**src/rtl/pc_sequencer.sv**
```systemverilog
// Program-counter sequencer: owns the instruction address, runs one program
// from address 0 until halt, and keeps cycle / taken-branch counters.
module pc_sequencer #(
  parameter int D  = 12,
  parameter int CW = 16,
  parameter int BW = 8
) (
  input  logic          Clk,
  input  logic          Reset,
  input  logic          start,
  input  logic          stall,
  input  logic          branch_en,
  input  logic [D-1:0]  target,
  input  logic          halt,
  output logic [D-1:0]  prog_ctr,
  output logic          running,
  output logic          done,
  output logic [CW-1:0] cycle_count,
  output logic [BW-1:0] branch_count
);

  typedef enum logic [1:0] {
    IDLE   = 2'b00,
    RUN    = 2'b01,
    HALTED = 2'b10,
    UNUSED = 2'b11
  } state_t;

  state_t state;

  // Status flags are pure decodes of the state register.
  assign running = (state == RUN);
  assign done    = (state == HALTED);

  // Sequencer state, program counter and performance counters.
  always_ff @(posedge Clk or posedge Reset) begin
    if (Reset) begin
      state        <= IDLE;
      prog_ctr     <= '0;
      cycle_count  <= '0;
      branch_count <= '0;
    end else begin
      case (state)
        IDLE: begin
          prog_ctr <= '0;
          if (start) begin
            state        <= RUN;
            cycle_count  <= '0;
            branch_count <= '0;
          end
        end

        RUN: begin
          if (cycle_count != '1)
            cycle_count <= cycle_count + 1'b1;
          if (halt) begin
            state <= HALTED;
          end else if (stall) begin
            prog_ctr <= prog_ctr;
          end else if (branch_en) begin
            // D-bit add of a two's-complement offset; carry is dropped.
            prog_ctr <= prog_ctr + target;
            if (branch_count != '1)
              branch_count <= branch_count + 1'b1;
          end else begin
            prog_ctr <= prog_ctr + 1'b1;
          end
        end

        HALTED: begin
          if (start) begin
            state        <= RUN;
            prog_ctr     <= '0;
            cycle_count  <= '0;
            branch_count <= '0;
          end
        end

        default: begin
          state    <= IDLE;
          prog_ctr <= '0;
        end
      endcase
    end
  end

endmodule
```
**config.mk**
```make
export PLATFORM = sky130hd
export DESIGN_NAME = pc_sequencer
export DESIGN_NICKNAME = d
export VERILOG_FILES = /design/src/rtl/pc_sequencer.sv
export SDC_FILE = /design/constraint.sdc
export NUM_CORES = 1
export LEC_CHECK = 0
export BUFFER_PORTS_ARGS = -buffer_cell sky130_fd_sc_hd__buf_2
export CAP_MARGIN = 15
export CORE_UTILIZATION = 57
export CTS_BUF_LIST = sky130_fd_sc_hd__clkbuf_2
export CTS_CLUSTER_SIZE = 10
export DETAILED_ROUTE_END_ITERATION = 16
export GPL_TIMING_DRIVEN = 1
export PLACE_DENSITY = 0.83
export SLEW_MARGIN = 15
export SYNTH_ARGS = -nofsm -noshare
export SYNTH_HDL_FRONTEND = slang
export SYNTH_SLANG_ARGS = --single-unit
```
**constraint.sdc**
```tcl
create_clock -name Clk -period 2.3 [get_ports Clk]
set_input_delay 0.345 -clock Clk [delete_from_list [all_inputs] [get_ports Clk]]
set_output_delay 0.345 -clock Clk [all_outputs]
set_load 0.1 [all_outputs]
```
# After elaboration in Yosys (flattened, before gate mapping)
# Index checks and enable logic that the tools add are counted.
[word_totals]
reg_bits = 38
rom_bits = 0
n_memories = 0
wordCells = 44
ramBits = 0
latchBits = 0
[op_classes]
div = 0
n_bitwise = 0
n_mux = 17
n_addsub = 4
eq_ne = 12
shift = 0
magnitude_cmp = 0
multipliers = 0
reduce_logical = 7
[ops]
columns = ["operator", "n"]
rows = [
  ["two-way mux 12 bit", 4],
  ["two-way mux 8 bit", 5],
  ["two-way mux 16 bit", 2],
  ["case mux 16 bit (2 select lines)", 1],
  ["case mux 12 bit (2 select lines)", 1],
  ["adder 16 x 1 -> 16 bit (second input constant)", 1],
  ["!= test 16 bit (second input constant)", 1],
  ["case mux 8 bit (2 select lines)", 1],
  ["adder 12 x 1 -> 12 bit (second input constant)", 1],
  ["adder 12 bit", 1],
  ["!= test 2 bit (second input constant)", 5],
  ["adder 8 x 1 -> 8 bit (second input constant)", 1],
  ["!= test 8 bit (second input constant)", 1],
  ["!= test 2 x 1 -> 1 bit (second input constant)", 3],
  ["AND reduction 3 bit", 2],
  ["AND reduction 6 bit", 1],
  ["two-way mux 2 bit", 2],
  ["case mux 2 bit (2 select lines)", 1],
  ["equality test 2 x 1 -> 1 bit (second input constant)", 1],
  ["equality test 2 bit (second input constant)", 1],
  ["logical NOT 2 bit", 1],
  ["AND reduction 2 bit", 1],
  ["nonzero test 2 bit", 1],
  ["OR reduction 2 bit", 1],
]

# Longest topological paths before layout
[logic_depth]
ltp_word = 6
ltp_mapped = 9

# Worst setup path after synthesis
# No wires, ideal clock.
[synth_path]
path_type = "reg2reg"
from = "register prog_ctr[0]"
to = "register prog_ctr[8]"
arrival_time_ns = 2.334
synth_period_minus_slack_ns = 2.457
path_stages_with_launch = 8
n_path_buf = 0
setup_ns = 0.123
path_slack_ns = -0.157
cell_sequence = "dfrtp_1 ha_1 fa_1 a211oi_1 o21bai_1 a31oi_1 mux2i_1 nand2_1"
[synth_between]
elab_chain_len = 5
[synth_lines]
columns = ["element", "line_no", "text"]
rows = [
  ["from (decl)", "15", "output logic [D-1:0] prog_ctr,"],
  ["from (signal assigned)", "59", "prog_ctr <= prog_ctr;"],
  ["from (signal assigned)", "62", "prog_ctr <= prog_ctr + target;"],
  ["from (signal assigned)", "66", "prog_ctr <= prog_ctr + 1'b1;"],
  ["adder 12 x 1 -> 12 bit / adder 12 bit (equally long branches)", "66, 62", ""],
  ["two-way mux 12 bit *", "60", "end else if (branch_en) begin"],
  ["two-way mux 12 bit *", "58", "end else if (stall) begin"],
  ["two-way mux 12 bit *", "56", "if (halt) begin"],
  ["case mux 12 bit (2 select lines) *", "43", "case (state)"],
]
# Every way passes the cells marked *; elsewhere a longest branch is shown, timed or not. The select of a mux whose other input is x is not followed.
# A chain may end at the register's enable or synchronous reset.

# Final worst setup path
# Ends and elaborated chain as after synthesis.

==> run_results.csv <==
group,metric,value,unit
outcome,outcome,"finished clean",
clock_network,cts_hold_buf,0,
setup_path,crit_chain,"ha_1 > fa_1 > a211oi_1 > o21bai_1 > a31oi_1 > mux2i_1 > nand2_1",
power_and_ir_drop,irDropWorstVdd,0.904,mV
placed_design,dp_hpwl,4120,um
setup_path,crit_arrival,2.41,ns
routing,firstDrtPassIters,4,
setup_path,r2r_cells,7,
routing,routed_wirelength,5600,um
routing,via_per_inst,5.90,
setup_path,slowest_stage,"dfrtp_2",
grt,grt_antenna_before_repair,0,
routing,vias,2325,
timing,finalCritPeriodShare,91.3,%
yosys,ys.flop_type,"dfrtp_1",
timing,hold_viol,0,
yosys,synth-seq-cells,38,
clock_network,cts_buffer_depth,2,
clock_network,cts_tree,"yes",
floorplanning,start_util,59.1,%
timing,slew_headroom,62.2,%
routing,drtIter0Drc,100,
yosys,ys_warn_count,0,
clock_network,clk_pin_slew,0.22,ns
yosys,ys_async_sr_fraction,100,%
timing,rsz0062_at_grt,"false",
setup_path,endpoint_kind,"flip-flop",
setup_path,r2r_end,"prog_ctr[8]$_DFFE_PP0P_",
clock_network,postCtsResizedCells,0,
floorplanning,io-pin-count,56,
clock_network,h-tree-depth,2,
yosys,synth_enable_flop_cells,0,
power_and_ir_drop,power,2.90,mW
power_and_ir_drop,power.leakage,1.45,nW
timing,min_period,2.10,ns
clock_network,postCtsSetupBuffers,0,
setup_path,r2r_setup_slack,0.20,ns
setup_path,crit_family,"adder cells",
final_layout,syn_to_final_growth,16.4,%
final_layout,drive_above_1_share,25.7,%
clock_network,cts_made_buffers,5,
setup_path,start_kind,"flip-flop",
setup_path,cp_num_buf_inv,0,
setup_path,slowest_delay,0.47,ns
setup_path,required,2.61,ns
routing,ant_nets,0,
grt,grt_pass1_wl,9540,um
routing,wire_per_inst,14.2,um
setup_path,path_class,"flip-flop to flip-flop",
timing,setup_ws,0.201,ns
timing,finalClockSkew,0.0306,ns
yosys,synthesis.nets,313,
placed_design,io_buffers,55,
floorplanning,die_x,69.2,um
timing,max_freq,476,MHz
clock_network,clkLatencyLatePin,0.41,ns
grt,grt_pass1_vias,2099,
timing,finalMaxSlewViolations,0,
grt,grt_max_degree,39,
grt,gr-total-overflow,0,
placed_design,place_ws,0.0347,ns
clock_network,cts_root_buf,"clkbuf_2",
yosys,syn_area,0.00257,mm2
routing,drc,0,
clock_network,clock-sinks,38,
placed_design,gp_congestion,0.928,
yosys,synth_area_per_cell,9.15,um2
yosys,ys_seq_area_share,37.0,%
setup_path,path_max_fanout,3,
timing,tightest_slew,0.563,ns
run,cap_violations,0,
floorplanning,core-area,0.00435,mm2
yosys,syn_inst,281,
power_and_ir_drop,power_density,970,mW/mm2
final_layout,insertedDiodeCount,0,
floorplanning,row_count,24,
hold_path,min_path_type,"input port to async pin",
floorplanning,die_h,69.2,um
timing,tns,0,ns
grt,grt_usage,24.6,%
setup_path,reg2reg_from,"prog_ctr[0]$_DFFE_PP0P_",
floorplanning,dieArea,0.00478,mm2
yosys,ys_types,54,
timing,finalSetupViolCount,0,
final_layout,nets,373,
sequential cells by signal, indices dropped and copies added (netlist names):
signal and cells:
cycle_count 16, branch_count 8, prog_ctr 12, state 2
power by group:
part,switching [mW],leakage [nW],internal [mW]
sequential,0.160,0.505,0.788
clock,0.237,0.0427,0.180
combinational,1.21,0.900,0.325
logic make-up after synthesis:
logic type      synth area share (%)
xor+xnor                        5.45
simple gates                    26.9
buf+inv                         2.68
mux                             1.56
fa+ha+maj                       7.10
compound gates                  19.3
flops                           37.0
placed cells by master (no fill, tap or decap), types with 2 or more instances in the layout:
cell / count
and3_1: 2
o221ai_1: 3
o31ai_1: 5
nor2b_2: 2
nor3_1: 2
and2_1: 12
xor2_1: 5
dfrtp_2: 4
inv_1: 2
clkbuf_2: 5
o211ai_1: 3
nand4_1: 3
a22o_1: 3
nand2b_1: 5
or3_1: 3
a211oi_1: 7
o21bai_1: 4
nand3_1: 11
nand3b_1: 4
and4_1: 2
nor2_1: 18
o21a_1: 2
a21o_1: 6
xnor2_1: 11
nand2_1: 37
a31oi_1: 3
o21ai_0: 24
clkinv_2: 2
buf_2: 55
a21oi_1: 8
mux2i_1: 4
ha_1: 13
buf_4: 8
nor4b_1: 2
nor2b_1: 2
nor3b_1: 6
dfrtp_1: 34
routing by layer:
metal	GRT usage [%]	share of wire, %	vias up
met5	0	0	-
met4	8.84	1.6	0
met3	4.97	5.3	10
met2	40.1	47	75
met1	32.5	46	1089
li1	-	-	1151
stage by stage:
| step | hold WS [ns] | instance area [um2] | utilization, % | instances |
|---|---|---|---|---|
| global placement | 0.487 | 2930 | 67.2 | 386 |
| finish | 0.00721 | 2990 | 68.7 | 394 |
| global route | 0.0254 | 2990 | 68.7 | 394 |
| detailed placement | 0.502 | 2930 | 67.2 | 386 |
| floorplan | 0.454 | 2580 | - | 281 |
| CTS | 0.0194 | 2990 | 68.7 | 394 |
tightest hold or removal path, stage by stage:
cell   delay, ns
buf_2       0.10
inv_1       0.04
buf_4       0.42
cell type report:
cell class | instances | area [um2]
inverter | 3 | 16.3
fill | 344 | 1360
timing repair buffer | 63 | 335
tap | 52 | 65.1
clock buffer | 5 | 25.0
multi-input combinational | 230 | 1550
clock inverter | 3 | 40.0
sequential | 38 | 956
how the worst max path moves through the flow:
stage	start	to	slack (ns)	depth (start not counted)
finish	prog_ctr[0]$_DFFE_PP0P_	prog_ctr[8]$_DFFE_PP0P_	0.20	7
global route	prog_ctr[0]$_DFFE_PP0P_	prog_ctr[10]$_DFFE_PP0P_	0.06	7
CTS	state[0]$_DFFE_PP0P_	running	0.21	3
detailed placement	branch_en	prog_ctr[8]$_DFFE_PP0P_	0.03	9
global placement	branch_en	prog_ctr[8]$_DFFE_PP0P_	0.08	9
floorplan	branch_count[0]$_DFFE_PP0P_	branch_count[3]$_DFFE_PP0P_	0.01	6
synthesized netlist by cell type, drive strengths merged (6+ instances only):
master,number,area [um2]
nor2,18,67.6
nand3,11,55.1
o21ai,24,120
a211oi,7,52.6
xnor2,11,96.3
clkbuf,7,26.3
a21o,6,45.0
and2,12,75.1
nor3b,6,45.0
nand2,38,150
ha,13,163
a21oi,8,40.0
dfrtp,38,951
nand2b,6,45.0
Power figures use the tool's default switching activity.
